--- config.mk ---
export PLATFORM = sky130hd
export DESIGN_NAME = mem_port_arbiter
export DESIGN_NICKNAME = d
export VERILOG_FILES = /design/src/rtl/mem_port_arbiter_pkg.sv /design/src/rtl/mem_port_arbiter_if.sv /design/src/rtl/mem_lat_counter.sv /design/src/rtl/mem_port_arbiter_core.sv /design/src/rtl/mem_port_arbiter.sv
export SDC_FILE = /design/constraint.sdc
export NUM_CORES = 1
export LEC_CHECK = 0
export ABC_CLOCK_PERIOD_IN_PS = 2600
export CAP_MARGIN = 5
export CORE_MARGIN = 5
export CORE_UTILIZATION = 30
export DETAILED_ROUTE_END_ITERATION = 16
export HOLD_SLACK_MARGIN = 0.1
export PLACE_DENSITY = 0.73
export SLEW_MARGIN = 20
export SYNTH_ARGS = -nofsm -noshare
export SYNTH_HDL_FRONTEND = slang
export SYNTH_SLANG_ARGS = --single-unit
--- constraint.sdc ---
create_clock -name clk -period 2.6 [get_ports clk]
set_clock_uncertainty 0.05 [all_clocks]
set_input_delay 0.39 -clock clk [delete_from_list [all_inputs] [get_ports clk]]
set_output_delay 0.39 -clock clk [all_outputs]
set_load 0.01 [all_outputs]
--- src/rtl/mem_port_arbiter_pkg.sv ---
// Shared types and defaults for the fetch/data memory port arbiter.
package mem_arb_pkg;

  localparam int MEM_LAT_DEF    = 2;
  localparam int STARVE_MAX_DEF = 3;
  localparam int CNT_W          = 4;
  localparam int STARVE_W       = 3;

  typedef enum logic [1:0] {
    ST_IDLE = 2'd0,
    ST_BUSY = 2'd1,
    ST_RESP = 2'd2
  } arb_state_e;

  typedef enum logic {
    GNT_FETCH = 1'b0,
    GNT_DATA  = 1'b1
  } gnt_src_e;

endpackage

--- src/rtl/mem_port_arbiter_if.sv ---
// Bundle of the fetch, data and memory-side signals of the arbiter.
// slave is the arbiter's view; master is the requester/memory view.
interface mem_port_arbiter_if;

  logic        if_req;
  logic [31:0] if_addr;
  logic [31:0] if_rdata;
  logic        if_ready;
  logic        dm_req;
  logic        dm_we;
  logic [31:0] dm_addr;
  logic [31:0] dm_wdata;
  logic [31:0] dm_rdata;
  logic        dm_ready;
  logic        mem_en;
  logic        mem_we;
  logic [31:0] mem_addr;
  logic [31:0] mem_wdata;
  logic [31:0] mem_rdata;
  logic        stall_if;
  logic        stall_mem;

  modport slave (
    input  if_req, if_addr, dm_req, dm_we, dm_addr, dm_wdata, mem_rdata,
    output if_rdata, if_ready, dm_rdata, dm_ready,
    output mem_en, mem_we, mem_addr, mem_wdata, stall_if, stall_mem
  );

  modport master (
    output if_req, if_addr, dm_req, dm_we, dm_addr, dm_wdata, mem_rdata,
    input  if_rdata, if_ready, dm_rdata, dm_ready,
    input  mem_en, mem_we, mem_addr, mem_wdata, stall_if, stall_mem
  );

endinterface

--- src/rtl/mem_lat_counter.sv ---
// Memory latency countdown: load, saturating decrement, zero flag.
module mem_lat_counter
  import mem_arb_pkg::*;
(
  input  logic             clk,
  input  logic             rst_n,
  input  logic             load,
  input  logic             dec,
  input  logic [CNT_W-1:0] load_val,
  output logic             zero
);

  logic [CNT_W-1:0] cnt_q, cnt_d;

  // Next count: a load wins over a decrement; decrement stops at zero.
  always_comb begin
    cnt_d = cnt_q;
    if (load) begin
      cnt_d = load_val;
    end else if (dec && (cnt_q != '0)) begin
      cnt_d = cnt_q - CNT_W'(1);
    end
  end

  // Count register with synchronous reset.
  always_ff @(posedge clk) begin
    if (!rst_n) cnt_q <= '0;
    else        cnt_q <= cnt_d;
  end

  assign zero = (cnt_q == '0);

endmodule

--- src/rtl/mem_port_arbiter_core.sv ---
// Arbiter FSM: grants one access at a time to the unified memory,
// prefers data accesses but forces a fetch after STARVE_MAX data grants.
module mem_port_arbiter_core
  import mem_arb_pkg::*;
#(
  parameter int MEM_LAT    = MEM_LAT_DEF,
  parameter int STARVE_MAX = STARVE_MAX_DEF
) (
  input logic               clk,
  input logic               rst_n,
  mem_port_arbiter_if.slave bus
);

  localparam logic [CNT_W-1:0]    LAT_LOAD   = CNT_W'(MEM_LAT - 1);
  localparam logic [STARVE_W-1:0] STARVE_LIM = STARVE_W'(STARVE_MAX);

  arb_state_e          state_q, state_d;
  logic [STARVE_W-1:0] starve_q, starve_d;
  gnt_src_e            gnt_src_q, gnt_src_d;
  logic                mem_en_q, mem_en_d;
  logic                mem_we_q, mem_we_d;
  logic [31:0]         mem_addr_q, mem_addr_d;
  logic [31:0]         mem_wdata_q, mem_wdata_d;
  logic [31:0]         if_rdata_q, if_rdata_d;
  logic [31:0]         dm_rdata_q, dm_rdata_d;
  logic                if_ready_q, if_ready_d;
  logic                dm_ready_q, dm_ready_d;

  logic cnt_load, cnt_dec, cnt_zero;
  logic force_fetch, grant_data, grant_fetch;

  // Data has priority unless fetch has waited STARVE_MAX data grants.
  assign force_fetch = bus.if_req && bus.dm_req && (starve_q == STARVE_LIM);
  assign grant_data  = bus.dm_req && !force_fetch;
  assign grant_fetch = bus.if_req && !grant_data;

  mem_lat_counter u_lat_cnt (
    .clk      (clk),
    .rst_n    (rst_n),
    .load     (cnt_load),
    .dec      (cnt_dec),
    .load_val (LAT_LOAD),
    .zero     (cnt_zero)
  );

  // Next-state, grant, capture and ready-pulse logic.
  always_comb begin
    state_d     = state_q;
    starve_d    = starve_q;
    gnt_src_d   = gnt_src_q;
    mem_en_d    = mem_en_q;
    mem_we_d    = mem_we_q;
    mem_addr_d  = mem_addr_q;
    mem_wdata_d = mem_wdata_q;
    if_rdata_d  = if_rdata_q;
    dm_rdata_d  = dm_rdata_q;
    if_ready_d  = 1'b0;
    dm_ready_d  = 1'b0;
    cnt_load    = 1'b0;
    cnt_dec     = 1'b0;

    unique case (state_q)
      ST_IDLE: begin
        if (grant_data || grant_fetch) begin
          state_d  = ST_BUSY;
          cnt_load = 1'b1;
          mem_en_d = 1'b1;
          if (grant_data) begin
            gnt_src_d   = GNT_DATA;
            mem_addr_d  = bus.dm_addr;
            mem_we_d    = bus.dm_we;
            mem_wdata_d = bus.dm_wdata;
            starve_d    = bus.if_req ? (starve_q + STARVE_W'(1)) : '0;
          end else begin
            gnt_src_d   = GNT_FETCH;
            mem_addr_d  = bus.if_addr;
            mem_we_d    = 1'b0;
            mem_wdata_d = '0;
            starve_d    = '0;
          end
        end
      end
      ST_BUSY: begin
        if (cnt_zero) begin
          state_d  = ST_RESP;
          mem_en_d = 1'b0;
          mem_we_d = 1'b0;
          if (gnt_src_q == GNT_DATA) begin
            dm_ready_d = 1'b1;
            // A store leaves the previous load data in place.
            if (!mem_we_q) dm_rdata_d = bus.mem_rdata;
          end else begin
            if_ready_d = 1'b1;
            if_rdata_d = bus.mem_rdata;
          end
        end else begin
          cnt_dec = 1'b1;
        end
      end
      // No grant here, so a requester dropping req after ready is not re-served.
      ST_RESP: state_d = ST_IDLE;
      default: state_d = ST_IDLE;
    endcase
  end

  // State and output registers; reset aborts any access in flight.
  always_ff @(posedge clk) begin
    if (!rst_n) begin
      state_q     <= ST_IDLE;
      starve_q    <= '0;
      gnt_src_q   <= GNT_FETCH;
      mem_en_q    <= 1'b0;
      mem_we_q    <= 1'b0;
      mem_addr_q  <= '0;
      mem_wdata_q <= '0;
      if_rdata_q  <= '0;
      dm_rdata_q  <= '0;
      if_ready_q  <= 1'b0;
      dm_ready_q  <= 1'b0;
    end else begin
      state_q     <= state_d;
      starve_q    <= starve_d;
      gnt_src_q   <= gnt_src_d;
      mem_en_q    <= mem_en_d;
      mem_we_q    <= mem_we_d;
      mem_addr_q  <= mem_addr_d;
      mem_wdata_q <= mem_wdata_d;
      if_rdata_q  <= if_rdata_d;
      dm_rdata_q  <= dm_rdata_d;
      if_ready_q  <= if_ready_d;
      dm_ready_q  <= dm_ready_d;
    end
  end

  assign bus.mem_en    = mem_en_q;
  assign bus.mem_we    = mem_we_q;
  assign bus.mem_addr  = mem_addr_q;
  assign bus.mem_wdata = mem_wdata_q;
  assign bus.if_rdata  = if_rdata_q;
  assign bus.dm_rdata  = dm_rdata_q;
  assign bus.if_ready  = if_ready_q;
  assign bus.dm_ready  = dm_ready_q;
  assign bus.stall_if  = bus.if_req & ~if_ready_q;
  assign bus.stall_mem = bus.dm_req & ~dm_ready_q;

endmodule

--- src/rtl/mem_port_arbiter.sv ---
// Top level: flat pipeline/memory ports bundled into the arbiter interface.
module mem_port_arbiter
  import mem_arb_pkg::*;
#(
  parameter int MEM_LAT    = MEM_LAT_DEF,
  parameter int STARVE_MAX = STARVE_MAX_DEF
) (
  input  logic        clk,
  input  logic        rst_n,
  input  logic        if_req,
  input  logic [31:0] if_addr,
  output logic [31:0] if_rdata,
  output logic        if_ready,
  input  logic        dm_req,
  input  logic        dm_we,
  input  logic [31:0] dm_addr,
  input  logic [31:0] dm_wdata,
  output logic [31:0] dm_rdata,
  output logic        dm_ready,
  output logic        mem_en,
  output logic        mem_we,
  output logic [31:0] mem_addr,
  output logic [31:0] mem_wdata,
  input  logic [31:0] mem_rdata,
  output logic        stall_if,
  output logic        stall_mem
);

  mem_port_arbiter_if bus ();

  assign bus.if_req    = if_req;
  assign bus.if_addr   = if_addr;
  assign bus.dm_req    = dm_req;
  assign bus.dm_we     = dm_we;
  assign bus.dm_addr   = dm_addr;
  assign bus.dm_wdata  = dm_wdata;
  assign bus.mem_rdata = mem_rdata;

  assign if_rdata  = bus.if_rdata;
  assign if_ready  = bus.if_ready;
  assign dm_rdata  = bus.dm_rdata;
  assign dm_ready  = bus.dm_ready;
  assign mem_en    = bus.mem_en;
  assign mem_we    = bus.mem_we;
  assign mem_addr  = bus.mem_addr;
  assign mem_wdata = bus.mem_wdata;
  assign stall_if  = bus.stall_if;
  assign stall_mem = bus.stall_mem;

  mem_port_arbiter_core #(
    .MEM_LAT    (MEM_LAT),
    .STARVE_MAX (STARVE_MAX)
  ) u_core (
    .clk   (clk),
    .rst_n (rst_n),
    .bus   (bus.slave)
  );

endmodule

== Word level (Yosys, flattened, before mapping) ==
Cells that the tools add are included.

* Register bits: 142
* Input port bits: 133
* Output and inout bits: 134
* Logic and storage cells: 68

* Add/sub/neg operators: 2
* Equality and inequality tests: 4
* Muxes and demuxes: 22
* Bitwise logic cells: 7
* Reduce and logical (&&, ||, !) cells: 20

{| class="wikitable"
|+ Operator list
! kind !! count
|-
| $mux W32 || 2
|-
| $mux W1 || 13
|-
| $reduce_and A3 Y1 || 3
|-
| $mux W3 || 2
|-
| $logic_and A1 B1 Y1 || 5
|-
| $not A1 Y1 || 5
|-
| $logic_not A4 Y1 || 1
|-
| $mux W2 || 2
|-
| $ne A2 B1 Y1 const B || 2
|-
| $pmux W1 S2 || 2
|-
| $pmux W2 S2 || 1
|-
| $reduce_and A2 Y1 || 2
|-
| $reduce_and A4 Y1 || 1
|-
| $reduce_bool A2 Y1 || 2
|-
| $reduce_bool A4 Y1 || 1
|-
| $sub A4 B1 Y4 const B || 1
|-
| $add A3 B1 Y3 const B || 1
|-
| $eq A3 B2 Y1 const B || 1
|-
| $and A1 B1 Y1 || 2
|-
| $eq A2 B1 Y1 const B || 1
|-
| $logic_not A1 Y1 || 2
|-
| $logic_not A2 Y1 || 1
|-
| $reduce_or A2 Y1 || 1
|-
| $logic_or A1 B1 Y1 || 1
|}

== Longest topological paths before layout ==
* Depth after elaboration: 10
* Gate-level depth with buffers: 8
* Mapped depth without buffers: 5

== Cells and area by module ==
Synthesis repeated with hierarchy kept, for this count alone.

* Cell total of the unflattened synthesis: 660
* Area total of the unflattened synthesis: 5666.7 µm²

{| class="wikitable"
|+ By module, submodules not included
! module !! instances !! cells an instance !! area an instance (µm²) !! sequential area each (µm²)
|-
| mem_port_arbiter_core || 1 || 629 || 5410.2 || 2762.6
|-
| mem_lat_counter || 1 || 31 || 256.5 || 80.1
|}

== Worst setup path after synthesis ==
No wires, ideal clock.

* Path type: register -> register
* From: register u_core.u_lat_cnt.cnt_q[0]
* To: register u_core.dm_rdata_q[10], in the netlist u_core.bus.dm_rdata[10]
* Library setup time: 0.120 ns
* Data arrival time: 1.856 ns
* Data required time: 2.430 ns
* Setup slack: 0.574 ns
* Stages on the path, launching flop included: 9
* Path buffers: 3
* Period minus slack after synthesis: 2.026 ns
* Cells stage by stage: dfxtp_1 inv_1 ha_1 or3b_1 buf_2 or4_4 buf_6 buf_6 mux2i_1

* Word-level cells in the longest chain between the ends: 2

{| class="wikitable"
|+ Ends and longest elaborated chain
! element !! line !! RTL
|-
| start, declared || mem_lat_counter.sv:13 || <nowiki>logic [CNT_W-1:0] cnt_q, cnt_d;</nowiki>
|-
| start signal, assigned || mem_lat_counter.sv:28 || <nowiki>else cnt_q <= cnt_d;</nowiki>
|-
| $logic_not A4 Y1 || mem_lat_counter.sv:31 || <nowiki>assign zero = (cnt_q == '0);</nowiki>
|-
| $reduce_and A4 Y1 (no line) || -- ||
|-
| end signal, assigned || mem_port_arbiter_core.sv:129 || <nowiki>dm_rdata_q <= dm_rdata_d;</nowiki>
|-
| end, declared || mem_port_arbiter_core.sv:25 || <nowiki>logic [31:0] dm_rdata_q, dm_rdata_d;</nowiki>
|}

No other way between the ends.
A chain may end at the register's enable or synchronous reset.

== Final worst setup path ==
* From: input port dm_req
* To: output port stall_mem

* Word-level cells in the longest chain between the ends: 1

{| class="wikitable"
|+ Ends and longest elaborated chain
! element !! line !! RTL
|-
| start, declared || mem_port_arbiter.sv:14 || <nowiki>input logic dm_req,</nowiki>
|-
| $and A1 B1 Y1 || mem_port_arbiter_core.sv:144 || <nowiki>assign bus.stall_mem = bus.dm_req & ~dm_ready_q;</nowiki>
|-
| end, declared || mem_port_arbiter.sv:26 || <nowiki>output logic stall_mem</nowiki>
|}

No other way between the ends.

==> results.yml <==
drt:
  first_pass_iters: 4
  drc: 0
  dr.first_iter.drc_count: 133
  drt-total-wl_um: 15600
  via_per_inst: 4.62
  wl_per_cell_um: 15.9
  vias: 4546
  ant_nets: 0
floorplan:
  dieArea_um2: 20200
  start_util: 0.305
  boundaryPins: 267
  die_height_um: 142
  die_x_um: 142
  core_um2: 17200
  num_rows: 48
yosys:
  synth_edf_count: 0
  synth-seq-cells: 142
  syn_inst: 490
  synth_area_leaders: "dfxtp_1 (54%), mux2i_1 (18%), nand2_1 (7.1%)"
  synth_flop_cell: "dfxtp_1"
  netlist-cell-type-count: 34
  async_reset_ff_frac: 0
  synth.avg_cell_area_um2: 10.7
  synth.largest_area_cell: "dfxtp_1"
  yosysSeqAreaShare: 0.541
  syn_nets: 626
  yosys_warnings: 0
  syn_area_um2: 5250
  netlist.area_leader.share: 0.541
finish:
  final_util: 0.506
  multi_input_area_um2: 2220
  syn_to_final_growth_pct: 66.0
  n_antenna_cell: 0
  num-fill-cells: 1599
  regArea_um2: 2840
  drive_above_1_share: 0.0554
  finalNonFillerCells: 983
  nets: 883
global_route:
  antenna_found_initial: 0
  grt_pass1_vias: 4598
  gr-total-overflow: 0
  grt_usage: 0.150
  grt_pass1_wl_um: 24000
  grt_max_degree: 81
placed_design:
  routabilityCongestion: 0.759
  place_ws_ps: 452
  hpwlAfterDp_um: 11300
  place.port_buffers: 266
  dp_cells: 953
setup_path:
  start_kind: "input pin"
  endpoint_kind: "output port"
  cp_common_cell: "clkdlybuf4s50_1"
  cp_cell_sequence: "clkdlybuf4s50_1 > nor2b_1 > clkdlybuf4s50_1"
  max_stage_delay_ps: 580
  required_ps: 2160
  criticalPathCategory: "input pin to output port"
  slowest_stage: "clkdlybuf4s50_1"
  arrival_ps: 1710
  crit_fanout: 6
sta:
  slew_violations: 0
  worst-slew-pin-transition_ps: 607
  period_minus_slack_ps: 2150
  rsz0062_at_grt: "false"
  max_slew_margin: 0.595
  finalCritPeriodShare: 0.826
  setup_tns_ps: 0
  setup_viol: 0
  hold_violations: 0
  fin_ws_ps: 451
  max_clock_freq_mhz: 465
clock_tree:
  cts_max_level: 4
  cts.repair.resized: 0
  ctsHoldBuffers: 0
  cts-root-buf: "clkbuf_16"
  insertion_delay_ps: 410
  post_cts_buffers: 0
  cts_max_path_buffers: 2
  clkSinkCount: 142
  clkTransAtPathRegs_ps: 50
  cts_buffers: 17
  tritoncts: "yes"
min_path:
  hold_path_class: "flip-flop to flip-flop"
job:
  drv_cap: 0
power_and_ir_drop:
  power_density_nw_per_um2: 666
  fin_total_pwr_mw: 5.80
  leakagePower_nw: 3.49
  vdd_drop_max_mv: 0.423
status:
  status: "finished, final reports clean"
where the power goes:
part	total [mW]	leakage (nW)	internal [mW]	switching (mW)
logic	1.04	2.06	0.607	0.436
registers	2.43	1.16	2.34	0.0904
clock network	2.33	0.276	1.43	0.903
total	5.80	3.49	4.37	1.43
cell usage after synthesis, types with 2 or more instances:
| cell | n |
|---|---|
| dfxtp_1 | 142 |
| nand2_1 | 99 |
| mux2i_1 | 96 |
| a22o_1 | 32 |
| o2bb2ai_1 | 32 |
| clkbuf_1 | 24 |
| inv_1 | 7 |
| a21oi_1 | 6 |
| buf_2 | 5 |
| o21ai_0 | 5 |
| buf_1 | 4 |
| buf_6 | 4 |
| nor2_1 | 4 |
| a32o_1 | 3 |
| ha_1 | 3 |
| nor2b_1 | 3 |
| nor3_1 | 2 |
| o31ai_1 | 2 |
| or4_1 | 2 |
critical path, delay by kind of cell:
kind                   cells  cell delay, ps
AND/OR/NAND/NOR            1             160
buffers and inverters      2            1160
state kept, by name, indices dropped and copies added, names as in the netlist:
name	flops
u_core.state_q	2
u_core.gnt_src_q	1
u_core.bus.mem_en	1
u_core.starve_q	3
u_core.bus.dm_rdata	32
u_core.bus.mem_we	1
u_core.bus.mem_wdata	32
u_core.u_lat_cnt.cnt_q	4
u_core.bus.mem_addr	32
u_core.bus.dm_ready	1
u_core.bus.if_ready	1
u_core.bus.if_rdata	32
placed cells by master, fill, tap and decap left out, drive strengths merged, types with 2 or more instances in the layout:
| master | count |
|---|---|
| nor2 | 4 |
| a22o | 32 |
| o21ai | 5 |
| o2bb2ai | 32 |
| clkbuf | 20 |
| mux2i | 96 |
| a32o | 3 |
| inv | 7 |
| or4 | 3 |
| o31ai | 2 |
| ha | 3 |
| clkdlybuf4s50 | 265 |
| clkinv | 7 |
| nor2b | 3 |
| buf | 10 |
| a21oi | 6 |
| dfxtp | 142 |
| bufinv | 2 |
| nor3 | 3 |
| nand2 | 99 |
path summary, 6_finish.rpt:
kind              cells past startpoint                      end  slack [ps]                 startpoint
hold / removal                        2  u_core.bus.if_rdata[16]         400    u_core.bus.if_rdata[16]
setup / recovery                      3                stall_mem         450                     dm_req
hold reg to reg                       2  u_core.bus.if_rdata[16]         400    u_core.bus.if_rdata[16]
setup reg to reg                      5  u_core.bus.dm_rdata[20]         460  u_core.u_lat_cnt.cnt_q[0]
kinds of logic (layout without fill, tap and decap cells):
group,after synthesis,count (layout),synth area share
AO/OA/AOI/OAI,85,85,0.133
adder cells (fa/ha/maj),3,3,0.00715
buffers and inverters,44,312,0.0384
flip-flops,142,142,0.541
multiplexers,96,96,0.183
AND/OR/NAND/NOR,120,120,0.0968
stage by stage:
stage	cell area, um2	hold WS [ps]
after floorplan	5250	392
after global placement	8150	391
after detailed placement	8150	397
after CTS	8710	390
after global routing	8710	418
final	8710	405
cell type report:
class,count,share of cell area
clock buffer,20,0.0513
clock inverter,10,0.0135
timing repair buffer,275,0.318
tap,225,0.0323
inverter,7,0.00302
sequential,142,0.326
multi-input combinational,304,0.255
layer usage:
metal  vias up  share of wire  global-route usage
li1       2255              -                   -
met1      2072           0.41               0.169
met2       196           0.45               0.241
met3        23           0.12              0.0796
met4         0          0.022              0.0590
met5         -              0                   0
(Power assumes the default switching activity.)
